<file path="config.mk">
export PLATFORM = sky130hd
export DESIGN_NAME = zuss_id_ex_stage
export DESIGN_NICKNAME = d
export VERILOG_FILES = /design/src/rtl/zuss_pkg.sv /design/src/rtl/zuss_fwd_mux.sv /design/src/rtl/zuss_id_ex_stage.sv
export SDC_FILE = /design/constraint.sdc
export NUM_CORES = 1
export LEC_CHECK = 0
export BUFFER_PORTS_ARGS = -buffer_cell sky130_fd_sc_hd__buf_2
export CAP_MARGIN = 30
export CORE_ASPECT_RATIO = 0.6
export CORE_UTILIZATION = 55
export CTS_CLUSTER_DIAMETER = 150
export DETAILED_ROUTE_END_ITERATION = 7
export PLACE_DENSITY = 0.91
export SYNTH_ARGS = -nofsm -noshare
export SYNTH_HDL_FRONTEND = slang
export SYNTH_SLANG_ARGS = --single-unit
export TNS_END_PERCENT = 10
</file>
<file path="constraint.sdc">
create_clock -name clk -period 4.3 [get_ports clk]
set_input_delay 0.43 -clock clk [delete_from_list [all_inputs] [get_ports clk]]
set_output_delay 0.43 -clock clk [all_outputs]
set_load 0.02 [all_outputs]
</file>
<file path="src/rtl/zuss_pkg.sv">
`default_nettype none
// ============================================================================
// Module      : zuss_pkg
// Description : Shared ALU op codes, decode->execute entry type and helpers
//               for the ZUSS ID/EX stage.
// Revision    : 1.0 - initial release
// ============================================================================
package zuss_pkg;

    localparam int C_XLEN   = 32;
    localparam int C_RIDX_W = 5;

    localparam logic [3:0] ALU_OP_ADD = 4'b0000;
    localparam logic [3:0] ALU_OP_SUB = 4'b0001;
    localparam logic [3:0] ALU_OP_OR  = 4'b0010;
    localparam logic [3:0] ALU_OP_AND = 4'b0011;

    typedef logic [3:0] alu_op_t;

    typedef struct packed {
        logic [C_XLEN-1:0]   a;
        logic [C_XLEN-1:0]   b;
        alu_op_t             op;
        logic [C_RIDX_W-1:0] rs1;
        logic [C_RIDX_W-1:0] rs2;
        logic [C_RIDX_W-1:0] rd;
    } ex_entry_t;

    // Only the four base ops are legal; everything with op[3:2]!=0 is not.
    function automatic logic op_is_illegal(input alu_op_t op);
        return !(op inside {ALU_OP_ADD, ALU_OP_SUB, ALU_OP_OR, ALU_OP_AND});
    endfunction

endpackage
`default_nettype wire

</file>
<file path="src/rtl/zuss_fwd_mux.sv">
`default_nettype none
// ============================================================================
// Module      : zuss_fwd_mux
// Description : Writeback-to-operand forwarding mux. Active only when the
//               ZUSS_FWD_EN macro is defined; otherwise a pass-through.
// Revision    : 1.0 - initial release
// ============================================================================
module zuss_fwd_mux #(
    parameter int XLEN   = 32,
    parameter int RIDX_W = 5
) (
    input  logic [XLEN-1:0]   i_val,
    input  logic [RIDX_W-1:0] i_rs,
    input  logic              i_wb_en,
    input  logic [RIDX_W-1:0] i_wb_rd,
    input  logic [XLEN-1:0]   i_wb_data,
    output logic [XLEN-1:0]   o_val
);

`ifdef ZUSS_FWD_EN
    // Index 0 means immediate or x0, which must never be overwritten.
    assign o_val = (i_wb_en && (i_rs != '0) && (i_wb_rd == i_rs)) ? i_wb_data : i_val;
`else
    logic w_unused;
    assign w_unused = ^{i_rs, i_wb_en, i_wb_rd, i_wb_data};
    assign o_val    = i_val;
`endif

endmodule
`default_nettype wire

</file>
<file path="src/rtl/zuss_id_ex_stage.sv">
`default_nettype none
// ============================================================================
// Module      : zuss_id_ex_stage
// Description : Decode-to-execute stage with a 2-entry skid buffer, sync flush
//               and optional writeback forwarding (macro ZUSS_FWD_EN).
// Revision    : 1.0 - initial release
// ============================================================================
module zuss_id_ex_stage
    import zuss_pkg::*;
#(
    parameter int XLEN   = C_XLEN,
    parameter int RIDX_W = C_RIDX_W
) (
    input  logic              clk,
    input  logic              rst,
    input  logic              flush,
    input  logic              in_valid,
    output logic              in_ready,
    input  logic [XLEN-1:0]   in_a,
    input  logic [XLEN-1:0]   in_b,
    input  logic [3:0]        in_op,
    input  logic [RIDX_W-1:0] in_rs1,
    input  logic [RIDX_W-1:0] in_rs2,
    input  logic [RIDX_W-1:0] in_rd,
    input  logic              wb_en,
    input  logic [RIDX_W-1:0] wb_rd,
    input  logic [XLEN-1:0]   wb_data,
    output logic              out_valid,
    input  logic              out_ready,
    output logic [XLEN-1:0]   alu_a,
    output logic [XLEN-1:0]   alu_b,
    output logic [3:0]        alu_op,
    output logic [RIDX_W-1:0] out_rd,
    output logic              out_illegal
);

    localparam logic [1:0] S_EMPTY = 2'd0;
    localparam logic [1:0] S_ONE   = 2'd1;
    localparam logic [1:0] S_FULL  = 2'd2;

    logic [1:0] r_state;
    logic [1:0] w_state_nxt;

    ex_entry_t r_m;
    ex_entry_t r_s;
    logic      r_m_ill;
    logic      r_s_ill;

    ex_entry_t w_src     [3];
    ex_entry_t w_src_fwd [3];
    logic [XLEN-1:0] w_a_fwd [3];
    logic [XLEN-1:0] w_b_fwd [3];

    logic w_accept;
    logic w_fire;
    logic w_load_m_in;
    logic w_load_m_s;
    logic w_load_s_in;

    assign w_src[0] = '{a: in_a, b: in_b, op: in_op, rs1: in_rs1, rs2: in_rs2, rd: in_rd};
    assign w_src[1] = r_m;
    assign w_src[2] = r_s;

    // Source 0 = incoming decode, 1 = main slot, 2 = skid slot.
    for (genvar g = 0; g < 3; g++) begin : g_src
        zuss_fwd_mux #(.XLEN(XLEN), .RIDX_W(RIDX_W)) u_fwd_a (
            .i_val     (w_src[g].a),
            .i_rs      (w_src[g].rs1),
            .i_wb_en   (wb_en),
            .i_wb_rd   (wb_rd),
            .i_wb_data (wb_data),
            .o_val     (w_a_fwd[g])
        );
        zuss_fwd_mux #(.XLEN(XLEN), .RIDX_W(RIDX_W)) u_fwd_b (
            .i_val     (w_src[g].b),
            .i_rs      (w_src[g].rs2),
            .i_wb_en   (wb_en),
            .i_wb_rd   (wb_rd),
            .i_wb_data (wb_data),
            .o_val     (w_b_fwd[g])
        );
        always_comb begin
            w_src_fwd[g]   = w_src[g];
            w_src_fwd[g].a = w_a_fwd[g];
            w_src_fwd[g].b = w_b_fwd[g];
        end
    end

    // State register
    always_ff @(posedge clk) begin
        if (rst) begin
            r_state <= S_EMPTY;
        end else begin
            r_state <= w_state_nxt;
        end
    end

    // Next-state logic; flush wins over any accept in the same cycle.
    always_comb begin
        w_state_nxt = r_state;
        if (flush) begin
            w_state_nxt = S_EMPTY;
        end else begin
            case (r_state)
                S_EMPTY: if (w_accept) w_state_nxt = S_ONE;
                S_ONE: begin
                    if (w_accept && !w_fire)      w_state_nxt = S_FULL;
                    else if (!w_accept && w_fire) w_state_nxt = S_EMPTY;
                end
                S_FULL:  if (w_fire) w_state_nxt = S_ONE;
                default: w_state_nxt = S_EMPTY;
            endcase
        end
    end

    // Output / slot-load decode
    always_comb begin
        out_valid   = (r_state != S_EMPTY);
        in_ready    = (r_state != S_FULL);
        w_accept    = in_valid && (r_state != S_FULL);
        w_fire      = out_ready && (r_state != S_EMPTY);
        w_load_m_in = 1'b0;
        w_load_m_s  = 1'b0;
        w_load_s_in = 1'b0;
        if (!flush) begin
            case (r_state)
                S_EMPTY: w_load_m_in = w_accept;
                S_ONE: begin
                    w_load_m_in = w_accept && w_fire;
                    w_load_s_in = w_accept && !w_fire;
                end
                S_FULL:  w_load_m_s = w_fire;
                default: ;
            endcase
        end
    end

    // Slot storage; held valid entries absorb matching writebacks in place.
    always_ff @(posedge clk) begin
        if (rst) begin
            r_m     <= '0;
            r_s     <= '0;
            r_m_ill <= 1'b0;
            r_s_ill <= 1'b0;
        end else begin
            if (w_load_m_in) begin
                r_m     <= w_src_fwd[0];
                r_m_ill <= op_is_illegal(in_op);
            end else if (w_load_m_s) begin
                r_m     <= w_src_fwd[2];
                r_m_ill <= r_s_ill;
            end else if (r_state != S_EMPTY) begin
                r_m     <= w_src_fwd[1];
            end

            if (w_load_s_in) begin
                r_s     <= w_src_fwd[0];
                r_s_ill <= op_is_illegal(in_op);
            end else if (r_state == S_FULL) begin
                r_s     <= w_src_fwd[2];
            end
        end
    end

    assign alu_a       = r_m.a;
    assign alu_b       = r_m.b;
    assign alu_op      = r_m.op;
    assign out_rd      = r_m.rd;
    assign out_illegal = r_m_ill;

endmodule
`default_nettype wire
</file>
==> results of run 1 <==
[registers in the layout, summed over array words and instances (netlist names)]
signal	flops
r_s	73
alu_a	32
alu_b	32
out_rd	5
alu_op	4
r_state	2
out_illegal	1
r_s_ill	1
[cells in the mapped netlist, types with 8 or more instances]
master and count:
dfxtp_1 150, a21oi_1 148, o211ai_1 75, a32oi_1 73, nand3_1 73, buf_2 41, clkbuf_1 40, o21ai_1 39
o21ai_0 34, buf_4 9, buf_6 8
[layout make-up]
cell class              instances  area (um^2)  area share, %
well taps                     160          200           2.61
flip-flops and latches        150         3000           39.2
multi-input cells             467         2900           37.9
clock buffers                  20          437           5.70
inverters                       1         3.75         0.0490
repair buffers                167          911           11.9
diodes                          2         5.00         0.0653
clock inverters                12          201           2.63
[critical path, delay by kind of cell (launching register included)]
kind / cells / cell delay (ps)
and+or+nand+nor: 2 / 430
buffers and inverters: 2 / 790
muxes: 1 / 140
adders and majority gates: 1 / 240
DFF: 1 / 550
AOI/OAI and AO/OA: 2 / 500
[routing by layer]
metal | track usage (%) | part of all wire, % | routed length, um
met1 | 43.3 | 44 | 8190
met2 | 48.3 | 46 | 8630
met3 | 6.49 | 9.1 | 1700
met4 | 9.98 | 1.1 | 203
met5 | 0 | 0 | 0
[per-stage QoR]
step                      total power, W  utilization [%]
after global placement           0.00179             61.6
after floorplan                  0.00169                -
after global routing             0.00349             67.8
after CTS                        0.00340             67.8
after detailed placement         0.00180             62.1
final                            0.00339             67.8
[logic make-up after synthesis]
group	Yosys count	synth area share, %
buffers and inverters	99	8.11
and+or+nand+nor	92	7.65
adders and majority gates	1	0.196
AOI/OAI and AO/OA	372	36.5
muxes	2	0.392
DFF	150	47.1
[power groups by stage]
stage / Clock [W] / Combinational (W) / Sequential, W
floorplan: 0 / 0.000170 / 0.00152
global placement: 0 / 0.000315 / 0.00148
detailed placement: 0 / 0.000324 / 0.00148
CTS: 0.00162 / 0.000326 / 0.00145
global route: 0.00169 / 0.000353 / 0.00145
finish: 0.00161 / 0.000331 / 0.00145
[how the worst max path moves through the flow]
stage | to | cells after the start | startpoint
3_3_place_gp | out_illegal | 8 | r_state[1]
6_report | alu_b[18] | 8 | r_state[1]
3_5_place_dp | out_rd[2] | 8 | r_state[1]
5_1_grt | alu_b[18] | 8 | r_state[1]
4_1_cts | alu_b[18] | 8 | r_state[1]
2_1_floorplan | alu_a[10] | 9 | r_state[1]
==> metrics.yaml, run 1 <==
outcome:
  outcome: "completed"
sta:
  rsz0062_at_grt: "no"
  drv_slew: 0
  finalSetupTns_ps: 0
  tightest_slew_ps: 984
  final.setup.worst_slack_ps: 1560
  setup_viol: 0
  min_period_over_period_pct: 63.6
  fmax_ghz: 0.366
  whs_ps: 285
  layout_min_cycle_time_ps: 2740
  maxSlewHeadroom_pct: 34.4
  final_hold_viol_count: 0
  finClkSkew_ps: 10.5
route:
  ant_nets: 0
  drc: 0
  vias_per_cell: 6.55
  dr.pass1.iters: 7
  vias: 6409
  avgRoutedWirePerCell_um: 19.1
  drt-initial-drc-count: 733
  wl_um: 18700
yosys:
  avgSynthCellArea_um2: 8.90
  ys_seq_elements: 150
  synth_enable_flop_cells: 0
  synthesis.nets: 843
  yosysUniqueCellTypes: 31
  synth_cells: 716
  synth_seq_area_share_pct: 47.1
  synth_top_area_share_pct: 47.1
  ys_top_cells_by_area: "dfxtp_1 47%, a21oi_1 12%, a32oi_1 10%"
  synth_top_area_cell: "dfxtp_1"
  async_reset_ff_share_pct: 0
  syn_area_um2: 6370
  yosys_warnings: 0
  synth_ff_type: "dfxtp_1"
pwr:
  swShare_pct: 24.3
  power.leakage_nw: 2.71
  powerDensity_nw_per_um2: 442
  seqPwrFrac_pct: 42.8
  clkPwrFrac_pct: 47.4
  p_int_w: 0.00257
  comb_power_share_pct: 9.8
  peakVddDrop_v: 0.000318
  p_switching_w: 0.000824
hold_path:
  hold_path_depth: 3
  holdCritPathClass: "in2reg"
  hold_start: "in_a[3]"
  worstHoldEndpoint: "r_s[54]"
floorplan:
  io_pins: 202
  coreArea_um2: 11300
  rows: 30
  dieArea_um2: 12000
  fp.dieH_um: 85.4
  start_util_pct: 56.4
  die_w_um: 141
worst_setup_path:
  r2r-start: "r_state[1]"
  max_stage_delay_ps: 700
  rrSetupSlack_ps: 1560
  r2r-end: "alu_b[18]"
  cp_slowest_cell: "buf_4"
  critPathMaxFanout: 74
  critPathCaptureType: "register"
  worstSetupStartpointType: "register"
  path_cells: "nor2b_1 > inv_1 > and2_1 > ha_1 > mux2i_4 > buf_4 > o211ai_1 > a21oi_1"
  cp.required_ps: 4620
  reg2regPathDepth: 8
  path_class: "reg2reg"
  cp.arrival_ps: 3050
finish:
  nFillCells: 916
  fin_cells: 979
  synthToLayoutAreaGrowth_pct: 20.2
  fin_nets: 931
  layout-drive-gt1-share_pct: 25.2
  postLayoutCellArea_um2: 7660
  most-common-layout-cells: "152 x buf_2, 150 x dfxtp_1, 148 x a21oi_1, 75 x o211ai_1"
  layout_commonest_cell: "buf_2"
clocking:
  cts_tree: "yes"
  cts_resized: 0
  clkLatencyLatePin_ps: 410
  clockRootBuffer: "clkbuf_16"
  numClockSinks: 150
  clkSlewWorstSetupHoldPaths_ps: 60
  post-cts-setup-buffers: 0
  cts_buffers: 17
  hold_buffers: 0
  clockBufferDepth: 2
  h-tree-depth: 4
placement:
  gp_congestion: 0.767
  placed_cell_area_um2: 7020
  port_buffers: 153
  hpwl_um: 10400
  placed_cells: 945
  place_ws_ps: 1700
global_routing:
  grt_pass1_wl_um: 29800
  grt_pass1_vias: 5756
  grt_max_degree: 75
  grt.overflow.total: 0
  grt_usage_pct: 31.1
  antenna_found_initial: 0
job:
  drv_cap: 0
Note: power is estimated with default switching activity, not from simulation.
==> run 2, diff against run 1 <==
CORE_UTILIZATION = 51   (was 55)
PLACE_DENSITY = 0.86   (was 0.91)
clock period = 2.6 ns   (was 4.3 ns; I/O delays follow)
==> metrics.yaml, run 2 (same netlist as run 1, synthesis figures left out) <==
route:
  ant_nets: 0  # unchanged
  vias_per_cell: 6.43  # -1.8%
  dr.pass1.iters: 5  # -2
  wl_um: 18300  # -2.3%
  wl_met1_um: 8360  # +2.0%
  wl_met3_um: 1680  # -1.7%
  vias: 6364  # -0.70%
  drc: 0  # unchanged
  drt-initial-drc-count: 682  # -7.0%
  avgRoutedWirePerCell_um: 18.5  # -3.4%
  top_layer_used: "met4"
  met2_wirelength_um: 8110  # -6.0%
clocking:
  hold_buffers: 0  # unchanged
  cts_buffers: 17  # unchanged
  clockBufferDepth: 2  # unchanged
  cts_tree: "yes"
  h-tree-depth: 4  # unchanged
  clkSlewWorstSetupHoldPaths_ps: 60  # about the same
  numClockSinks: 150  # unchanged
  post-cts-setup-buffers: 0  # unchanged
  clkLatencyLatePin_ps: 410  # about the same
  cts_resized: 0  # unchanged
  clockRootBuffer: "clkbuf_16"
worst_setup_path:
  worstSetupStartpointType: "register"
  path_class: "reg2reg"
  cp.required_ps: 2890  # -1730 ps
  critPathMaxFanout: 30  # -59%
  cp.arrival_ps: 2390  # -660 ps
  critPathCaptureType: "register"
  rrSetupSlack_ps: 510  # -1060 ps
pwr:
  finalPower_w: 0.00539  # +59%
  powerDensity_nw_per_um2: 699  # +58%
  clkPwrFrac_pct: 45.0  # -2.4 points
  p_int_w: 0.00401  # +56%
  power.leakage_nw: 2.75  # +1.3%
  comb_power_share_pct: 10.5  # +0.7 points
  p_switching_w: 0.00138  # +67%
  seqPwrFrac_pct: 44.5  # +1.7 points
  peakVddDrop_v: 0.000509  # +60%
  swShare_pct: 25.5  # +1.2 points
floorplan:
  start_util_pct: 52.7  # -3.7 points
  coreArea_um2: 12100  # +7.1%
  io_pins: 202  # unchanged
  fp.dieH_um: 88.6  # +3.8%
  dieArea_um2: 13000  # +7.7%
  rows: 31  # +3.3%
  die_w_um: 146  # +3.8%
sta:
  rsz0062_at_grt: "no"
  maxSlewHeadroom_pct: 49.7  # +15 points
  layout_min_cycle_time_ps: 2090  # -643 ps
  finClkSkew_ps: 9.79  # -0.707 ps
  final.setup.worst_slack_ps: 508  # -1060 ps
  finalSetupTns_ps: 0  # unchanged
  fmax_ghz: 0.478  # +31%
  final_hold_viol_count: 0  # unchanged
  setup_viol: 0  # unchanged
  min_period_over_period_pct: 80.5  # +17 points
  drv_slew: 0  # unchanged
  tightest_slew_ps: 754  # -230 ps
finish:
  ff_latch_area_um2: 3000  # unchanged
  synthToLayoutAreaGrowth_pct: 20.9
  largest_reg_flops: 73  # unchanged
  top_register: "r_s"
  multi_input_area_um2: 2900  # unchanged
  nFillCells: 1024  # +12%
  layout-drive-gt1-share_pct: 26.2  # +0.97 points
  fin_nets: 939  # +0.86%
  n_antenna_cell: 0  # -2
  layout_commonest_cell: "buf_2"
  utilization_pct: 63.7  # -4.1 points
  most-common-layout-cells: "152 x buf_2, 150 x dfxtp_1, 148 x a21oi_1, 75 x o211ai_1"
job:
  drv_cap: 0  # unchanged
placement:
  gp_congestion: 0.851  # +11%
  port_buffers: 153  # unchanged
  place_ws_ps: 538  # -1170 ps
  hpwl_um: 10600  # +1.2%
global_routing:
  antenna_found_initial: 0  # unchanged
  grt_pass1_vias: 5438  # -5.5%
  grt_pass1_wl_um: 28900  # -2.9%
  grt_usage_pct: 27.9  # -3.1 points
  grt.overflow.total: 0  # unchanged
  grt_max_degree: 75  # unchanged
outcome:
  outcome: "completed"
hold_path:
  holdCritPathClass: "in2reg"
run 2: routing by layer:
layer / track usage, % / vias to the layer above
met5: 0 / -
met3: 5.41 / 20
li1: - / 2968
met1: 40.9 / 3049
met2: 41.9 / 327
met4: 7.86 / 0
run 2: through the flow:
step	instances	hold slack, ps	instance area (um^2)
CTS	990	93.6	7710
floorplan	716	336	6370
global placement	958	458	7120
detailed placement	958	466	7120
finish	990	107	7710
global route	990	101	7710
run 2: worst paths after layout:
| path | to | from | cells after the start |
|---|---|---|---|
| setup reg to reg | alu_a[4] | r_state[1] | 8 |
| hold / removal | r_s[76] | in_a[25] | 3 |
| hold reg to reg | r_s[78] | r_s[78] | 2 |
| setup / recovery | alu_a[4] | r_state[1] | 8 |
run 2: layout make-up:
type / count / share of cell area (%)
Multi-Input combinational cell: 467 / 37.6
Clock inverter: 12 / 1.67
Tap cell: 165 / 2.68
Sequential cell: 150 / 39.0
Inverter: 1 / 0.0487
Timing Repair Buffer: 175 / 13.1
Clock buffer: 20 / 5.93
run 2: critical path: stages, from the launching register on:
cell and delay, ps:
dfxtp_1 340, nor2b_1 210, inv_1 80, and2_1 160, ha_1 230, mux2_4 300, buf_4 240, a32oi_1 310
a21oi_1 90
run 2: power by group through the flow:
stage	Combinational [W]	Sequential (W)	Clock [W]
after floorplan	0.000281	0.00251	0
after global placement	0.000551	0.00244	0
after detailed placement	0.000557	0.00245	0
after CTS	0.000559	0.00240	0.00246
after global routing	0.000602	0.00240	0.00257
final	0.000565	0.00240	0.00243
